File: config.mk
export PLATFORM = sky130hd
export DESIGN_NAME = csa_accum_ctrl
export DESIGN_NICKNAME = d
export VERILOG_FILES = /design/src/rtl/csa_acc_pkg.sv /design/src/rtl/csa_accum_ctrl_csa18.sv /design/src/rtl/csa_accum_ctrl.sv
export SDC_FILE = /design/constraint.sdc
export NUM_CORES = 1
export LEC_CHECK = 0
export BUFFER_PORTS_ARGS = -buffer_cell sky130_fd_sc_hd__buf_2
export CAP_MARGIN = 30
export CORE_MARGIN = 5
export CORE_UTILIZATION = 25
export CTS_CLUSTER_DIAMETER = 150
export DETAILED_ROUTE_END_ITERATION = 8
export GPL_TIMING_DRIVEN = 0
export PLACE_DENSITY = 0.46
export SETUP_SLACK_MARGIN = 0.02
export SKIP_CTS_REPAIR_TIMING = 1
export SLEW_MARGIN = 20
export SYNTH_ARGS = -nofsm -noshare
export SYNTH_HDL_FRONTEND = slang
export SYNTH_SLANG_ARGS = --single-unit
File: constraint.sdc
create_clock -name clk -period 6 [get_ports clk]
set_input_delay 0.9 -clock clk [delete_from_list [all_inputs] [get_ports clk]]
set_output_delay 0.9 -clock clk [all_outputs]
set_load 0.01 [all_outputs]
File: src/rtl/csa_acc_pkg.sv
// Shared types and default sizing for the carry-save accumulator controller.
// Optional feature macro used by this slice: CSA_ACC_OVF_EN.
package csa_acc_pkg;

    typedef enum logic [1:0] {
        ACC,
        CPA,
        OUT
    } state_t;

    localparam int unsigned W_DEF       = 18;
    localparam int unsigned MAX_OPS_DEF = 16;

endpackage

File: src/rtl/csa_accum_ctrl_csa18.sv
// 18-bit carry-save stage: three operands in, redundant sum/carry out.
// Bit i of c_out carries weight 2^(i+1); the caller does the shift.
module CSA18 (
    input  logic [17:0] a,
    input  logic [17:0] b,
    input  logic [17:0] c_in,
    output logic [17:0] s,
    output logic [17:0] c_out
);

    // Bitwise full adders, no carry propagation between bit positions
    always_comb begin
        s     = a ^ b ^ c_in;
        c_out = (a & b) | (a & c_in) | (b & c_in);
    end

endmodule

File: src/rtl/csa_accum_ctrl.sv
// Sequential multi-operand accumulator around one carry-save stage.
// Operands fold into a redundant sum/carry pair; one carry-propagate add
// finalises the sequence. Define CSA_ACC_OVF_EN to add the sticky out_ovf flag.
module csa_accum_ctrl
    import csa_acc_pkg::*;
#(
    parameter  int unsigned W       = W_DEF,
    parameter  int unsigned MAX_OPS = MAX_OPS_DEF,
    localparam int unsigned CW      = $clog2(MAX_OPS + 1)
) (
    input  logic          clk,
    input  logic          rst,
    input  logic          in_valid,
    output logic          in_ready,
    input  logic [W-1:0]  in_data,
    input  logic          in_last,
    output logic          out_valid,
    input  logic          out_ready,
    output logic [W-1:0]  out_data,
    output logic [CW-1:0] out_count
`ifdef CSA_ACC_OVF_EN
    ,
    output logic          out_ovf
`endif
);

    state_t        state;
    state_t        state_nxt;
    logic [W-1:0]  s_reg;
    logic [W-1:0]  c_reg;
    logic [CW-1:0] count;
    logic [W-1:0]  c_shift;
    logic [W-1:0]  csa_s;
    logic [W-1:0]  csa_c;
    logic          last_op;
`ifdef CSA_ACC_OVF_EN
    logic          ovf_reg;
    logic [W:0]    cpa_full;
    logic          ovf_fin;
`else
    logic [W-1:0]  cpa_sum;
`endif

    // The top carry bit falls off here; it only matters to the overflow flag
    assign c_shift = {c_reg[W-2:0], 1'b0};

    CSA18 u_csa (
        .a     (s_reg),
        .b     (c_shift),
        .c_in  (in_data),
        .s     (csa_s),
        .c_out (csa_c)
    );

    // Carry-propagate add and finalisation condition
    always_comb begin
        last_op = in_last || (count == CW'(MAX_OPS - 1));
`ifdef CSA_ACC_OVF_EN
        cpa_full = {1'b0, s_reg} + {1'b0, c_shift};
        ovf_fin  = ovf_reg | c_reg[W-1] | cpa_full[W];
`else
        cpa_sum  = s_reg + c_shift;
`endif
    end

    // State register
    always_ff @(posedge clk or posedge rst) begin
        if (rst) state <= ACC;
        else     state <= state_nxt;
    end

    // Next-state logic
    always_comb begin
        state_nxt = state;
        case (state)
            ACC:     if (in_valid && last_op) state_nxt = CPA;
            CPA:     state_nxt = OUT;
            OUT:     if (out_ready) state_nxt = ACC;
            default: state_nxt = ACC;
        endcase
    end

    // Handshake outputs decoded from state
    always_comb begin
        in_ready  = (state == ACC);
        out_valid = (state == OUT);
    end

    // Datapath: fold operands in ACC, resolve and clear in CPA
    always_ff @(posedge clk or posedge rst) begin
        if (rst) begin
            s_reg     <= '0;
            c_reg     <= '0;
            count     <= '0;
            out_data  <= '0;
            out_count <= '0;
`ifdef CSA_ACC_OVF_EN
            ovf_reg   <= 1'b0;
            out_ovf   <= 1'b0;
`endif
        end else begin
            case (state)
                ACC: begin
                    if (in_valid) begin
                        s_reg <= csa_s;
                        c_reg <= csa_c;
                        count <= count + 1'b1;
`ifdef CSA_ACC_OVF_EN
                        if (c_reg[W-1]) ovf_reg <= 1'b1;
`endif
                    end
                end
                CPA: begin
`ifdef CSA_ACC_OVF_EN
                    out_data <= cpa_full[W-1:0];
                    ovf_reg  <= ovf_fin;
                    out_ovf  <= ovf_fin;
`else
                    out_data <= cpa_sum;
`endif
                    out_count <= count;
                    s_reg     <= '0;
                    c_reg     <= '0;
                    count     <= '0;
                end
                OUT: begin
`ifdef CSA_ACC_OVF_EN
                    if (out_ready) ovf_reg <= 1'b0;
`endif
                end
                default: ;
            endcase
        end
    end

endmodule

Yosys cells after proc, flatten, opt, wreduce, memory -nomap -nowiden
Index checks and enable logic that the tools add are counted.
- bits in registers: 65
- input bits: 23
- logic and storage cells: 36
- output and inout bits: 25
- $add $sub $neg: 2
- reductions and logical operators: 6
- bitwise operators: 7
- multiplexer cells: 9
- equal/unequal tests: 6
- operators by type and width (cell ; number):
    AND 17 bit ; 3
    one-hot mux 18 bit (2 select lines) ; 1
    bitwise XOR 18 bit ; 2
    bitwise OR 17 bit ; 2
    one-hot mux 17 bit (2 select lines) ; 1
    adder 18 bit ; 1
    two-way mux 18 bit ; 1
    two-way mux 17 bit ; 1
    one-hot mux 5 bit (2 select lines) ; 1
    one-hot mux 2 bit (3 select lines) ; 1
    adder 5 x 1 -> 5 bit, second input constant ; 1
    equality test 5 x 4 -> 1 bit, second input constant ; 1
    two-way mux 5 bit ; 1
    two-way mux 2 bit ; 2
    inequality test 2 x 1 -> 1 bit, second input constant ; 2
    AND reduction 2 bit ; 2
    equality test 2 x 1 -> 1 bit, second input constant ; 1
    equality test 2 bit, second input constant ; 1
    zero test 2 bit ; 1
    inequality test 2 bit, second input constant ; 1
    nonzero test 2 bit ; 1
    logical AND 1 bit ; 1
    logical OR 1 bit ; 1

Logic depth before layout (Yosys ltp)
- depth in word-level cells: 5
- mapped depth: 9
- depth with buffers taken out: 9

Hierarchy
A second synthesis with hierarchy kept.
- cell total of the unflattened synthesis: 339
- area, all modules: 3627.2 um^2
- by module, submodules not included (module ; area an instance (um^2) ; seq. area each (um^2) ; cells each ; times used):
    csa_accum_ctrl ; 3266.9 ; 1626.6 ; 321 ; 1
    CSA18 ; 360.3 ; 0.0 ; 18 ; 1

Least setup slack after synthesis
No wires, ideal clock.
- path kind: register -> register
- start point: reg s_reg[1]
- end point: reg out_data[15]
- slack: 3811 ps
- arrival time: 2074 ps
- clock period less this slack: 2189 ps
- setup time: 116 ps
- buffers on the path: 0
- cell stages (with the launch flop): 10
- path through: dfrtp_1 > ha_1 > inv_1 > fa_1 > nor2b_4 > o31a_1 > o221a_1 > a211o_1 > a31o_2 > o311ai_0
- longest elaborated chain between the ends: 1
- RTL lines (element ; RTL line ; source):
    start, declared ; csa_accum_ctrl.sv:29 ; logic [W-1:0] s_reg;
    start signal, assigned ; csa_accum_ctrl.sv:105 ; s_reg <= csa_s;
    adder 18 bit ; csa_accum_ctrl.sv:62 ; cpa_sum = s_reg + c_shift;
    end signal, assigned ; csa_accum_ctrl.sv:119 ; out_data <= cpa_sum;
    end, declared ; csa_accum_ctrl.sv:19 ; output logic [W-1:0] out_data,
No other way between the ends.
A chain may end at the register's enable or synchronous reset.

Final worst setup path
Same ends and word-level chain as after synthesis.

==> results by group <==
Route
  • TritonRoute pass-1 iters: 4
  • DRC: 0
  • Wire length per cell: 16.1 um
  • Total vias in the final route: 2720
  • Antenna viol nets, final: 0
  • Final WL: 9.17 mm
  • DR vias/cell: 4.78
  • DR iter-0 viols: 116

Global routing
  • Pin count of the biggest net entering global routing: 35
  • GRT Residual Overflow: 0
  • Tot GR Track Use: 11.6%
  • Vias in the first global route: 2740
  • First-pass GRT wire length: 14.9 mm
  • Antenna violations before repair: 0

STA
  • Final worst path period need: 2470 ps
  • Final Max Slew Viols: 0
  • Pin slew with the least headroom to its limit: 606 ps
  • Clock Skew: 5.37 ps
  • Fin crit share: 41.2%
  • Finish-stage setup viols: 0
  • Max_slew headroom: 59.6%
  • Final Hold Fails: 0
  • FMAX: 405 MHz
  • Setup_tns: 0 ps
  • Min Hold Slack: 472 ps
  • RSZ-0062 raised after global routing: no

Layout
  • Final Instance Area: 4340 um2
  • Area of the multi-input gates: 1850 um2
  • Fin nets: 445
  • Register area: 1630 um2
  • Layout cells sized above 1: 17.2%
  • Cell Count, Final, Fillers Out: 569
  • Area grow syn2layout: 22.0%
  • # fillers: 1414
  • Diodes inserted: 0

Setup path
  • Critical path capture point type: flop
  • Top delay family on crit path: compound AO/OA/AOI/OAI gates
  • Startpoint Class: flop
  • Max incr delay on CP: 410 ps
  • Crit-path slowest cell: dfrtp_1
  • Data required time of the worst path: 6210 ps
  • Cell Chain, Critical Path: ha_1 > inv_1 > fa_1 > nor2b_4 > o31a_1 > o221a_1 > a211o_1 > a31o_2 > o311ai_0
  • Critical path arrival: 2680 ps
  • CP Class: reg2reg
  • Max FO, Critical Path: 5
  • Worst Path Buf+Inv: 1

Clock network
  • CTS tree: done
  • TritonCTS buffer count: 9
  • Worst-path clk slew: 50 ps
  • Root Buffer: clkbuf_16
  • Max clock buf depth: 2
  • Maximum level of the CTS H-tree: 3
  • Total clock sinks: 65
  • Clock Latency Late Sink: 330 ps

Synth
  • Synth Register Bits: 65
  • Yosys warning total: 0
  • Synthesized area per cell: 10.9 um2
  • Sequential cell area fraction in the yosys report: 45.7%
  • Post-Syn Nets: 386
  • Syn Inst Count: 327
  • Async set or reset register ratio after synthesis: 100%
  • Distinct cells, synth: 46
  • Post-synth EDFFs: 0
  • Ys flop type: dfrtp_1
  • Syn Std Cell Area: 3560 um2

Placement
  • IO buf count: 47
  • Area after DPL: 4040 um2
  • Hpwl dp: 6.88 mm
  • Gpl congestion: 0.802
  • Dpl cells: 555

Power
  • Flop pwr share: 35.3%
  • Comb power frac: 39.9%
  • Cell internal pwr: 1370 uW
  • Pleak: 0.00207 uW
  • Clock share of power: 24.8%
  • PD cells: 502 nW/um2
  • Sw Share: 37.3%
  • Worst vdd ir: 0.184 mV
  • Switch Pwr: 812 uW

Run
  • Max cap viols: 0

Die
  • Die X: 129 um
  • Initial Util: 25.5%
  • Full die area: 16700 um2
  • Ports: 48
  • Die Height: 129 um
  • Std cell rows: 43
  • Core Area: 13900 um2

Hold path
  • Hold Crit Class: reg2reg

Status
  • Status: complete, no violations
power by group through the flow:
| stage | Combinational (uW) | Clock, uW | Sequential [uW] |
|---|---|---|---|
| 2_1_floorplan | 589 | 0 | 778 |
| 3_3_place_gp | 859 | 0 | 777 |
| 3_5_place_dp | 872 | 0 | 780 |
| 4_1_cts | 883 | 556 | 774 |
| 5_1_grt | 987 | 571 | 803 |
| 6_report | 869 | 541 | 769 |
cell usage after synthesis (all sizes together), types with 2 or more instances:
| cell | instances | area [um2] |
|---|---|---|
| o21a | 4 | 30.0 |
| a211oi | 2 | 15.0 |
| a21o | 3 | 22.5 |
| a21oi | 11 | 58.8 |
| nor2 | 13 | 48.8 |
| o311ai | 2 | 17.5 |
| dfrtp | 65 | 1630 |
| nand2 | 41 | 154 |
| and2 | 2 | 12.5 |
| o21ai | 31 | 155 |
| buf | 3 | 12.5 |
| xnor2 | 7 | 61.3 |
| nor3 | 3 | 15.0 |
| a22o | 35 | 307 |
| and3 | 3 | 18.8 |
| clkbuf | 12 | 45.0 |
| nand2b | 4 | 25.0 |
| ha | 19 | 238 |
| fa | 17 | 340 |
| inv | 6 | 22.5 |
| xor2 | 5 | 43.8 |
| o21bai | 2 | 15.0 |
| nor2b | 4 | 32.5 |
| nand4 | 3 | 18.8 |
| or3 | 2 | 12.5 |
| nand4b | 2 | 17.5 |
| a211o | 3 | 26.3 |
| nand3 | 8 | 40.0 |
cell families (layout without fill, tap and decap cells):
family / after synthesis / count (layout) / synth area share (%)
adder cells (fa/ha/maj): 36 / 36 / 16.2
XOR/XNOR: 12 / 12 / 2.95
AND/OR/NAND/NOR: 88 / 88 / 11.8
buffers and inverters: 21 / 83 / 2.25
flip-flops: 65 / 65 / 45.7
multiplexers: 1 / 1 / 0.281
AO/OA/AOI/OAI: 104 / 104 / 20.8
cell usage in the layout, fill, tap and decap left out, drive strengths merged, types with 2 or more instances in the layout:
master / n
clkinv: 2
nor2b: 4
xnor2: 7
nand4b: 2
a22o: 35
nand4: 3
nor2: 13
and3: 3
o21bai: 2
a211oi: 2
fa: 17
bufinv: 2
o21a: 4
nor3: 3
a211o: 3
or3: 2
dfrtp: 65
inv: 6
nand2: 41
clkbuf: 22
a21oi: 11
buf: 51
o311ai: 2
xor2: 5
a21o: 3
nand3: 8
nand2b: 4
and2: 2
ha: 19
o21ai: 31
layout make-up:
class | instances | area share (%)
Inverter | 6 | 0.577
Tap cell | 180 | 5.19
Timing Repair Buffer | 48 | 5.88
Clock buffer | 10 | 5.28
Multi-Input combinational cell | 241 | 42.7
Clock inverter | 4 | 1.61
Sequential cell | 65 | 37.5
Buffer | 15 | 1.33
layer usage:
metal  up-vias  GRT usage (%)  wire [um]
li1       1315              -          -
met1      1338           15.6       4310
met2        57           18.0       4270
met3        10           3.05        441
met4         0           3.95        155
met5         -              0          0
stage by stage:
step                utilization [%]  power [uW]  setup WS (ps)
floorplan                         -        1370           3470
global placement               28.8        1640           2530
detailed placement             29.0        1650           3350
CTS                            31.1        2210           3540
global route                   31.1        2360           3340
finish                         31.1        2180           3530
worst paths after layout:
| check | from | end | slack, ps | cells past startpoint |
|---|---|---|---|---|
| min in group asynchronous | rst | state[1] | 580 | 2 |
| setup reg to reg | s_reg[1] | out_data[15] | 3530 | 9 |
| hold reg to reg | out_data[6] | out_data[6] | 470 | 2 |
| setup / recovery | s_reg[1] | out_data[15] | 3530 | 9 |
| max in group asynchronous | rst | s_reg[1] | 4880 | 3 |
| hold / removal | out_data[6] | out_data[6] | 470 | 2 |
worst reg2reg max path: cells and delay by family, from the launching register on:
kind / cells / cell delay (ps)
compound gates: 5 / 1250
fa+ha+maj: 2 / 540
flops: 1 / 410
buf+inv: 1 / 80
simple gates: 1 / 60
Power figures use the tool's default switching activity.
